## src/rtl/led_pkg.sv

```systemverilog
// Shared constants for the LED pattern engine.
// Mode and direction encodings used by the top and the bench.
package led_pkg;

  typedef enum logic [1:0] {
    MODE_WRAP   = 2'b00,
    MODE_BOUNCE = 2'b01,
    MODE_FILL   = 2'b10,
    MODE_OFF    = 2'b11
  } mode_e;

  localparam logic DIR_UP   = 1'b1;
  localparam logic DIR_DOWN = 1'b0;

endpackage

```

## src/rtl/led_chaser_gen_if.sv

```systemverilog
// Control and LED bundle of the pattern engine.
// master drives the controls, slave is the engine.
interface led_chaser_gen_if #(
  parameter  int NUM_LEDS  = 8,
  parameter  int DIV_WIDTH = 27,
  localparam int POS_W     = $clog2(NUM_LEDS)
);
  logic [DIV_WIDTH-1:0] period;
  logic [1:0]           mode;
  logic                 dir;
  logic                 pause;
  logic                 load;
  logic [POS_W-1:0]     load_pos;
  logic [NUM_LEDS-1:0]  leds;
  logic [POS_W-1:0]     pos;
  logic                 step_pulse;

  modport master (
    output period, mode, dir, pause, load, load_pos,
    input  leds, pos, step_pulse
  );

  modport slave (
    input  period, mode, dir, pause, load, load_pos,
    output leds, pos, step_pulse
  );
endinterface

```

## src/rtl/led_prescaler.sv

```systemverilog
// Programmable step prescaler: tick every period+1 cycles.
// clear restarts the count; pause freezes it.
module led_prescaler #(
  parameter int DIV_WIDTH = 27
) (
  input  logic                 clk,
  input  logic                 rst,
  input  logic [DIV_WIDTH-1:0] period,
  input  logic                 pause,
  input  logic                 clear,
  output logic                 tick
);
  logic [DIV_WIDTH-1:0] presc;

  assign tick = (presc == period) && !pause && !rst && !clear;

  // presc > period after a period shrink falls back to 0 silently
  always_ff @(posedge clk) begin
    if (rst)
      presc <= '0;
    else if (clear)
      presc <= '0;
    else if (pause)
      presc <= presc;
    else if (presc >= period)
      presc <= '0;
    else
      presc <= presc + 1'b1;
  end
endmodule

```

## src/rtl/led_chaser_gen.sv

```systemverilog
// N-LED pattern engine: wrap, bounce, bar-graph fill and off.
// Pattern state advances on prescaler ticks; leds is a pure decode.
module led_chaser_gen
  import led_pkg::*;
#(
  parameter  int NUM_LEDS  = 8,
  parameter  int DIV_WIDTH = 27,
  localparam int POS_W     = $clog2(NUM_LEDS),
  localparam int LVL_W     = $clog2(NUM_LEDS + 1)
) (
  input  logic             clk,
  input  logic             rst,
  led_chaser_gen_if.slave  bus
);
  localparam logic [POS_W-1:0] POS_MAX = POS_W'(NUM_LEDS - 1);
  localparam logic [LVL_W-1:0] LVL_MAX = LVL_W'(NUM_LEDS);

  logic [POS_W-1:0]    pos;
  logic [LVL_W-1:0]    level;
  logic                bdir;
  logic                dir_q;
  logic [1:0]          mode_q;
  logic                mode_chg;
  logic                step;
  logic [POS_W-1:0]    pos_ld;
  logic [NUM_LEDS-1:0] leds_d;
  mode_e               mode;

  assign mode     = mode_e'(bus.mode);
  assign mode_chg = bus.mode != mode_q;
  assign pos_ld   = (int'(bus.load_pos) > NUM_LEDS - 1) ?
                    POS_MAX : bus.load_pos;

  led_prescaler #(
    .DIV_WIDTH (DIV_WIDTH)
  ) u_presc (
    .clk    (clk),
    .rst    (rst),
    .period (bus.period),
    .pause  (bus.pause),
    .clear  (bus.load | mode_chg),
    .tick   (step)
  );

  always_ff @(posedge clk) begin
    mode_q <= bus.mode;
    dir_q  <= bus.dir;
    if (rst) begin
      pos    <= '0;
      level  <= '0;
      bdir   <= DIR_UP;
      mode_q <= MODE_WRAP;
      dir_q  <= DIR_UP;
    end else if (bus.load) begin
      pos   <= pos_ld;
      level <= '0;
      if (mode_chg && mode == MODE_BOUNCE)
        bdir <= bus.dir;
    end else if (mode_chg) begin
      level <= '0;
      if (mode == MODE_BOUNCE)
        bdir <= bus.dir;
    end else if (!bus.pause) begin
      if (step) begin
        unique case (mode)
          MODE_WRAP: begin
            if (bus.dir)
              pos <= (pos == POS_MAX) ? '0 : pos + 1'b1;
            else
              pos <= (pos == '0) ? POS_MAX : pos - 1'b1;
          end
          MODE_BOUNCE: begin
            if (bdir) begin
              if (pos == POS_MAX) begin
                pos  <= pos - 1'b1;
                bdir <= DIR_DOWN;
              end else begin
                pos <= pos + 1'b1;
              end
            end else begin
              if (pos == '0) begin
                pos  <= pos + 1'b1;
                bdir <= DIR_UP;
              end else begin
                pos <= pos - 1'b1;
              end
            end
          end
          MODE_FILL:
            level <= (level == LVL_MAX) ? '0 : level + 1'b1;
          MODE_OFF: ;
        endcase
      end
      // a dir edge re-aims the bounce; it wins over an end-stop flip
      if (mode == MODE_BOUNCE && bus.dir != dir_q)
        bdir <= bus.dir;
    end
  end

  always_comb begin
    leds_d = '0;
    unique case (mode)
      MODE_WRAP, MODE_BOUNCE:
        leds_d = NUM_LEDS'(1) << pos;
      MODE_FILL:
        for (int i = 0; i < NUM_LEDS; i++)
          leds_d[i] = bus.dir ? (i < int'(level))
                              : (i >= NUM_LEDS - int'(level));
      MODE_OFF:
        leds_d = '0;
    endcase
  end

  assign bus.leds       = leds_d;
  assign bus.pos        = pos;
  assign bus.step_pulse = step;
endmodule

```

## src/flat_wrapper.sv

```systemverilog
// flat-port wrapper written by rule: the top's interface ports become plain ports
module led_chaser_gen_flat import led_pkg::*;
#(
  parameter  int NUM_LEDS  = 8,
  parameter  int DIV_WIDTH = 27,
  localparam int POS_W     = $clog2(NUM_LEDS),
  localparam int LVL_W     = $clog2(NUM_LEDS + 1)
)
  (clk, rst, bus_period, bus_mode, bus_dir, bus_pause, bus_load, bus_load_pos, bus_leds, bus_pos, bus_step_pulse);
  led_chaser_gen_if #(.NUM_LEDS(NUM_LEDS), .DIV_WIDTH(DIV_WIDTH)) bus_i ();
  input  logic clk;
  input  logic rst;
  input wire logic [$bits(bus_i.period)-1:0] bus_period;
  input wire logic [$bits(bus_i.mode)-1:0] bus_mode;
  input wire logic [$bits(bus_i.dir)-1:0] bus_dir;
  input wire logic [$bits(bus_i.pause)-1:0] bus_pause;
  input wire logic [$bits(bus_i.load)-1:0] bus_load;
  input wire logic [$bits(bus_i.load_pos)-1:0] bus_load_pos;
  output wire logic [$bits(bus_i.leds)-1:0] bus_leds;
  output wire logic [$bits(bus_i.pos)-1:0] bus_pos;
  output wire logic [$bits(bus_i.step_pulse)-1:0] bus_step_pulse;
  assign bus_i.period = bus_period;
  assign bus_i.mode = bus_mode;
  assign bus_i.dir = bus_dir;
  assign bus_i.pause = bus_pause;
  assign bus_i.load = bus_load;
  assign bus_i.load_pos = bus_load_pos;
  assign bus_leds = bus_i.leds;
  assign bus_pos = bus_i.pos;
  assign bus_step_pulse = bus_i.step_pulse;
  led_chaser_gen #(.NUM_LEDS(NUM_LEDS), .DIV_WIDTH(DIV_WIDTH)) u_core (.clk(clk), .rst(rst), .bus(bus_i));
endmodule
```

## config.mk

```make
export PLATFORM = sky130hd
export DESIGN_NAME = led_chaser_gen_flat
export DESIGN_NICKNAME = d
export VERILOG_FILES = /design/src/rtl/led_pkg.sv /design/src/rtl/led_chaser_gen_if.sv /design/src/rtl/led_prescaler.sv /design/src/rtl/led_chaser_gen.sv /design/src/flat_wrapper.sv
export SDC_FILE = /design/constraint.sdc
export NUM_CORES = 1
export LEC_CHECK = 0
export BUFFER_PORTS_ARGS = -buffer_cell sky130_fd_sc_hd__buf_2
export CAP_MARGIN = 20
export CELL_PAD_IN_SITES_DETAIL_PLACEMENT = 2
export CELL_PAD_IN_SITES_GLOBAL_PLACEMENT = 2
export CORE_ASPECT_RATIO = 1.1
export CORE_MARGIN = 3
export CORE_UTILIZATION = 34
export DETAILED_ROUTE_END_ITERATION = 6
export GPL_ROUTABILITY_DRIVEN = 0
export PLACE_DENSITY = 0.88
export RECOVER_POWER = 25
export SLEW_MARGIN = 30
export SYNTH_ARGS = -nofsm -noshare
export SYNTH_HDL_FRONTEND = slang
export SYNTH_HIERARCHICAL = 1
export SYNTH_SLANG_ARGS = --single-unit
```

## constraint.sdc

```tcl
create_clock -name clk -period 4 [get_ports clk]
set_input_delay 0.8 -clock clk [delete_from_list [all_inputs] [get_ports clk]]
set_output_delay 0.8 -clock clk [all_outputs]
set_load 0.02 [all_outputs]
```

==> impl_metrics.py <==
metrics = {
    "run_status": {
        "status": "completed",
    },
    "detailed_routing": {
        "drt.antenna.violating_nets": 0,
        "firstDrtPassIters": 4,
        "dr_total_vias": 3232,
        "drc": 0,
        "vias_per_cell": 5.56,
        "detailedRoute.firstIterationViolations": 58,
        "route.detailed.wl_per_inst_um": 18.1,
        "routed_wirelength_mm": 10.5,
    },
    "sta": {
        "f_max_mhz": 266,
        "finalWorstSetupSlack_ps": 239,
        "finalHoldViolCount": 0,
        "worst_hold_slack_ps": 554,
        "layout_worst_path_cycle_share": 0.940,
        "grt_setup_unrepaired": "false",
        "timing.clock.skew_ps": 8.65,
        "setup_tns_ps": 0,
        "finalSetupViolations": 0,
        "min_cycle_time_layout_ps": 3760,
        "worstMarginPinSlew_ps": 1400,
        "maxSlewViolCount": 0,
        "timing.slew.headroom": 0.0652,
    },
    "yosys": {
        "syn_nets": 500,
        "synth_flop_cell": "sky130_fd_sc_hd__dfxtp_1",
        "synth_area_per_cell_um2": 7.86,
        "ys_warn_count": 6,
        "synth.yosys.seq_area_share": 0.229,
        "post_synthesis_async_set_or_reset_flop_share": 0,
        "syn_area_um2": 3330,
        "synth.lib_cells_used.distinct": 68,
        "synth-seq-cells": 38,
        "synth-edff-count": 0,
        "postSynthCellCount": 423,
    },
    "die": {
        "die_h_um": 110,
        "top_level_ports": 49,
        "fp-row-count": 37,
        "initial_core_util": 0.352,
        "die-width_um": 100,
        "floorplan.die_area_um2": 11000,
        "floorplan_core_area_um2": 9440,
    },
    "critical_path": {
        "crit_path_leading_delay_family": "simple AND/OR/NAND/NOR gates",
        "crit_path_end": "bus_leds[0]",
        "timing.critical_path.required_ps": 3200,
        "crit_path_max_incr_delay_ps": 430,
        "timing_worst_setup_path_type": "reg2out",
        "worstSetupStartpointType": "flop",
        "critical_path.n_buffers_inverters": 2,
        "critical-path-top-cell-by-count": "sky130_fd_sc_hd__ha_1",
        "worst_setup_path_end_kind": "primary output",
        "worst-endpoint-arrival_ps": 2960,
        "worst_reg2reg_endpoint": "u_core/u_presc/presc[3]$_SDFFE_PP0N_",
        "crit_fanout": 10,
        "critical_path.startpoint": "u_core/level[0]$_SDFFE_PP0P_",
        "rrSetupSlack_ps": 870,
        "critical_path_depth": 10,
        "r2r.worst_path.cells": 7,
        "crit-reg2reg-launch": "u_core/u_presc/presc[23]$_SDFFE_PP0N_",
        "critical-path-slowest-cell": "sky130_fd_sc_hd__dfxtp_2",
        "crit_chain": "inv_1, ha_1, nor2b_1, a31oi_2, and2b_1, ha_1, or3_1, a211oi_1, o22ai_1, buf_2",
    },
    "placed_design": {
        "detailed_place_hpwl_mm": 8.34,
        "place.port_buffers": 48,
        "post-place-ws_ps": 314,
        "placed_area_um2": 3640,
    },
    "min_path": {
        "worst_hold_path_type": "reg2reg",
    },
    "final_layout": {
        "finish.net_count": 540,
        "final-seq-area_um2": 763,
        "syn2layout_area_growth_pct": 11.3,
        "layout.filler_cells": 1163,
        "multi_input_area_um2": 2280,
        "finalInstanceArea_um2": 3700,
        "layout_common_cells": "sky130_fd_sc_hd__buf_2 (44), sky130_fd_sc_hd__inv_1 (40), sky130_fd_sc_hd__ha_1 (40)",
        "layout.cells.most_common": "sky130_fd_sc_hd__buf_2",
        "antennaDiodeCount": 0,
        "layout-drive-gt1-share": 0.166,
    },
    "clock_tree": {
        "bufs_on_longest_clock_path": 2,
        "post_cts_sizing": 2,
        "htreeDepth": 2,
        "postCtsSetupBuffers": 0,
        "cts_tree": "built",
        "ctsRootBufferMaster": "sky130_fd_sc_hd__clkbuf_8",
        "number_of_clock_sinks": 38,
        "clk_pin_slew_worst_paths_ps": 70,
        "number_of_buffers_added_to_fix_hold_violations_after_cts": 0,
        "tritoncts.num_buffers": 5,
        "clock_insertion_delay_worst_skew_ps": 300,
    },
    "global_routing": {
        "overflow_after_grt": 0,
        "grt_first_pass_wirelength_mm": 17.4,
        "initial_antenna_violation_count": 0,
        "grt_pass1_vias": 3530,
        "largest_net_degree_at_the_start_of_global_routing": 30,
        "global_route.usage.total": 0.196,
    },
    "run": {
        "cap_violations": 0,
    },
    "power": {
        "power_density_normalized_to_cell_area_nw_per_um2": 216,
        "vdd_drop_max_uv": 125,
        "leakage_nw": 1.57,
    },
}
[metrics by stage]
step / instances / util / total power [mW]
final: 581 / 0.392 / 0.798
after global placement: 573 / 0.385 / 0.515
after global routing: 581 / 0.392 / 0.839
after detailed placement: 573 / 0.385 / 0.526
after floorplan: 423 / - / 0.475
after CTS: 581 / 0.395 / 0.810
[how the worst min path moves through the flow]
stage                                         startpoint                                    to  cells after the start
global placement    u_core/u_presc/presc[2]$_SDFFE_PP0N_  u_core/u_presc/presc[2]$_SDFFE_PP0N_                      2
CTS                 u_core/u_presc/presc[0]$_SDFFE_PP0N_  u_core/u_presc/presc[0]$_SDFFE_PP0N_                      2
finish              u_core/u_presc/presc[0]$_SDFFE_PP0N_  u_core/u_presc/presc[0]$_SDFFE_PP0N_                      2
global route        u_core/u_presc/presc[1]$_SDFFE_PP0N_  u_core/u_presc/presc[1]$_SDFFE_PP0N_                      2
floorplan           u_core/u_presc/presc[0]$_SDFFE_PP0N_  u_core/u_presc/presc[0]$_SDFFE_PP0N_                      2
detailed placement  u_core/u_presc/presc[0]$_SDFFE_PP0N_  u_core/u_presc/presc[0]$_SDFFE_PP0N_                      2
[routing by layer]
| metal | global-route usage | wire [µm] |
|---|---|---|
| met1 | 0.224 | 4360 |
| met2 | 0.385 | 5750 |
| met3 | 0.0216 | 249 |
| met4 | 0.0433 | 141 |
| met5 | 0 | 0 |
[Yosys cell counts, types with 5 or more instances]
library cell	count	area, µm²
sky130_fd_sc_hd__a21oi_1	29	145
sky130_fd_sc_hd__and4_1	5	43.8
sky130_fd_sc_hd__buf_2	7	35.0
sky130_fd_sc_hd__clkbuf_1	8	30.0
sky130_fd_sc_hd__dfxtp_1	38	761
sky130_fd_sc_hd__ha_1	40	500
sky130_fd_sc_hd__inv_1	40	150
sky130_fd_sc_hd__nand2_1	29	109
sky130_fd_sc_hd__nand2b_1	9	56.3
sky130_fd_sc_hd__nand3_1	14	70.1
sky130_fd_sc_hd__nand4_1	8	50.1
sky130_fd_sc_hd__nor2_1	19	71.3
sky130_fd_sc_hd__nor2b_1	8	50.1
sky130_fd_sc_hd__nor3_1	30	150
sky130_fd_sc_hd__o21ai_0	19	95.1
sky130_fd_sc_hd__o22ai_1	6	37.5
sky130_fd_sc_hd__xnor2_1	10	87.6
sky130_fd_sc_hd__xor2_1	20	175
[layout make-up]
cell class / count / share of cell area
clock buffer: 7 / 0.0233
inverter: 41 / 0.0416
sequential: 38 / 0.206
clock inverter: 1 / 0.00135
multi-input combinational: 325 / 0.617
timing repair buffer: 52 / 0.0707
tap: 117 / 0.0396
[power breakdown]
part	switching, mW	internal (mW)	leakage (nW)
sequential	0.00569	0.383	0.309
combinational	0.0775	0.0481	1.21
clock	0.144	0.139	0.0482
[state kept, by name (all words and copies together) (netlist names)]
signal,count
u_core/bus.pos,3
u_core/mode_q,2
u_core/dir_q,1
u_core/u_presc/presc,27
u_core/bdir,1
u_core/level,4
[logic make-up after synthesis]
group	after synthesis	synth area share
muxes	3	0.00903
adders and majority gates	40	0.150
DFF	38	0.229
xor gates and xnor gates	30	0.0790
buffers and inverters	60	0.0775
AOI/OAI and AO/OA	92	0.180
and+or+nand+nor	160	0.275
[tightest hold or removal path: cells and delay by family, from the launching register on]
kind / cells / cell delay (ps)
flops: 1 / 360
simple gates: 1 / 80
compound gates: 1 / 70
No activity file was read; power rests on OpenSTA's default activity.
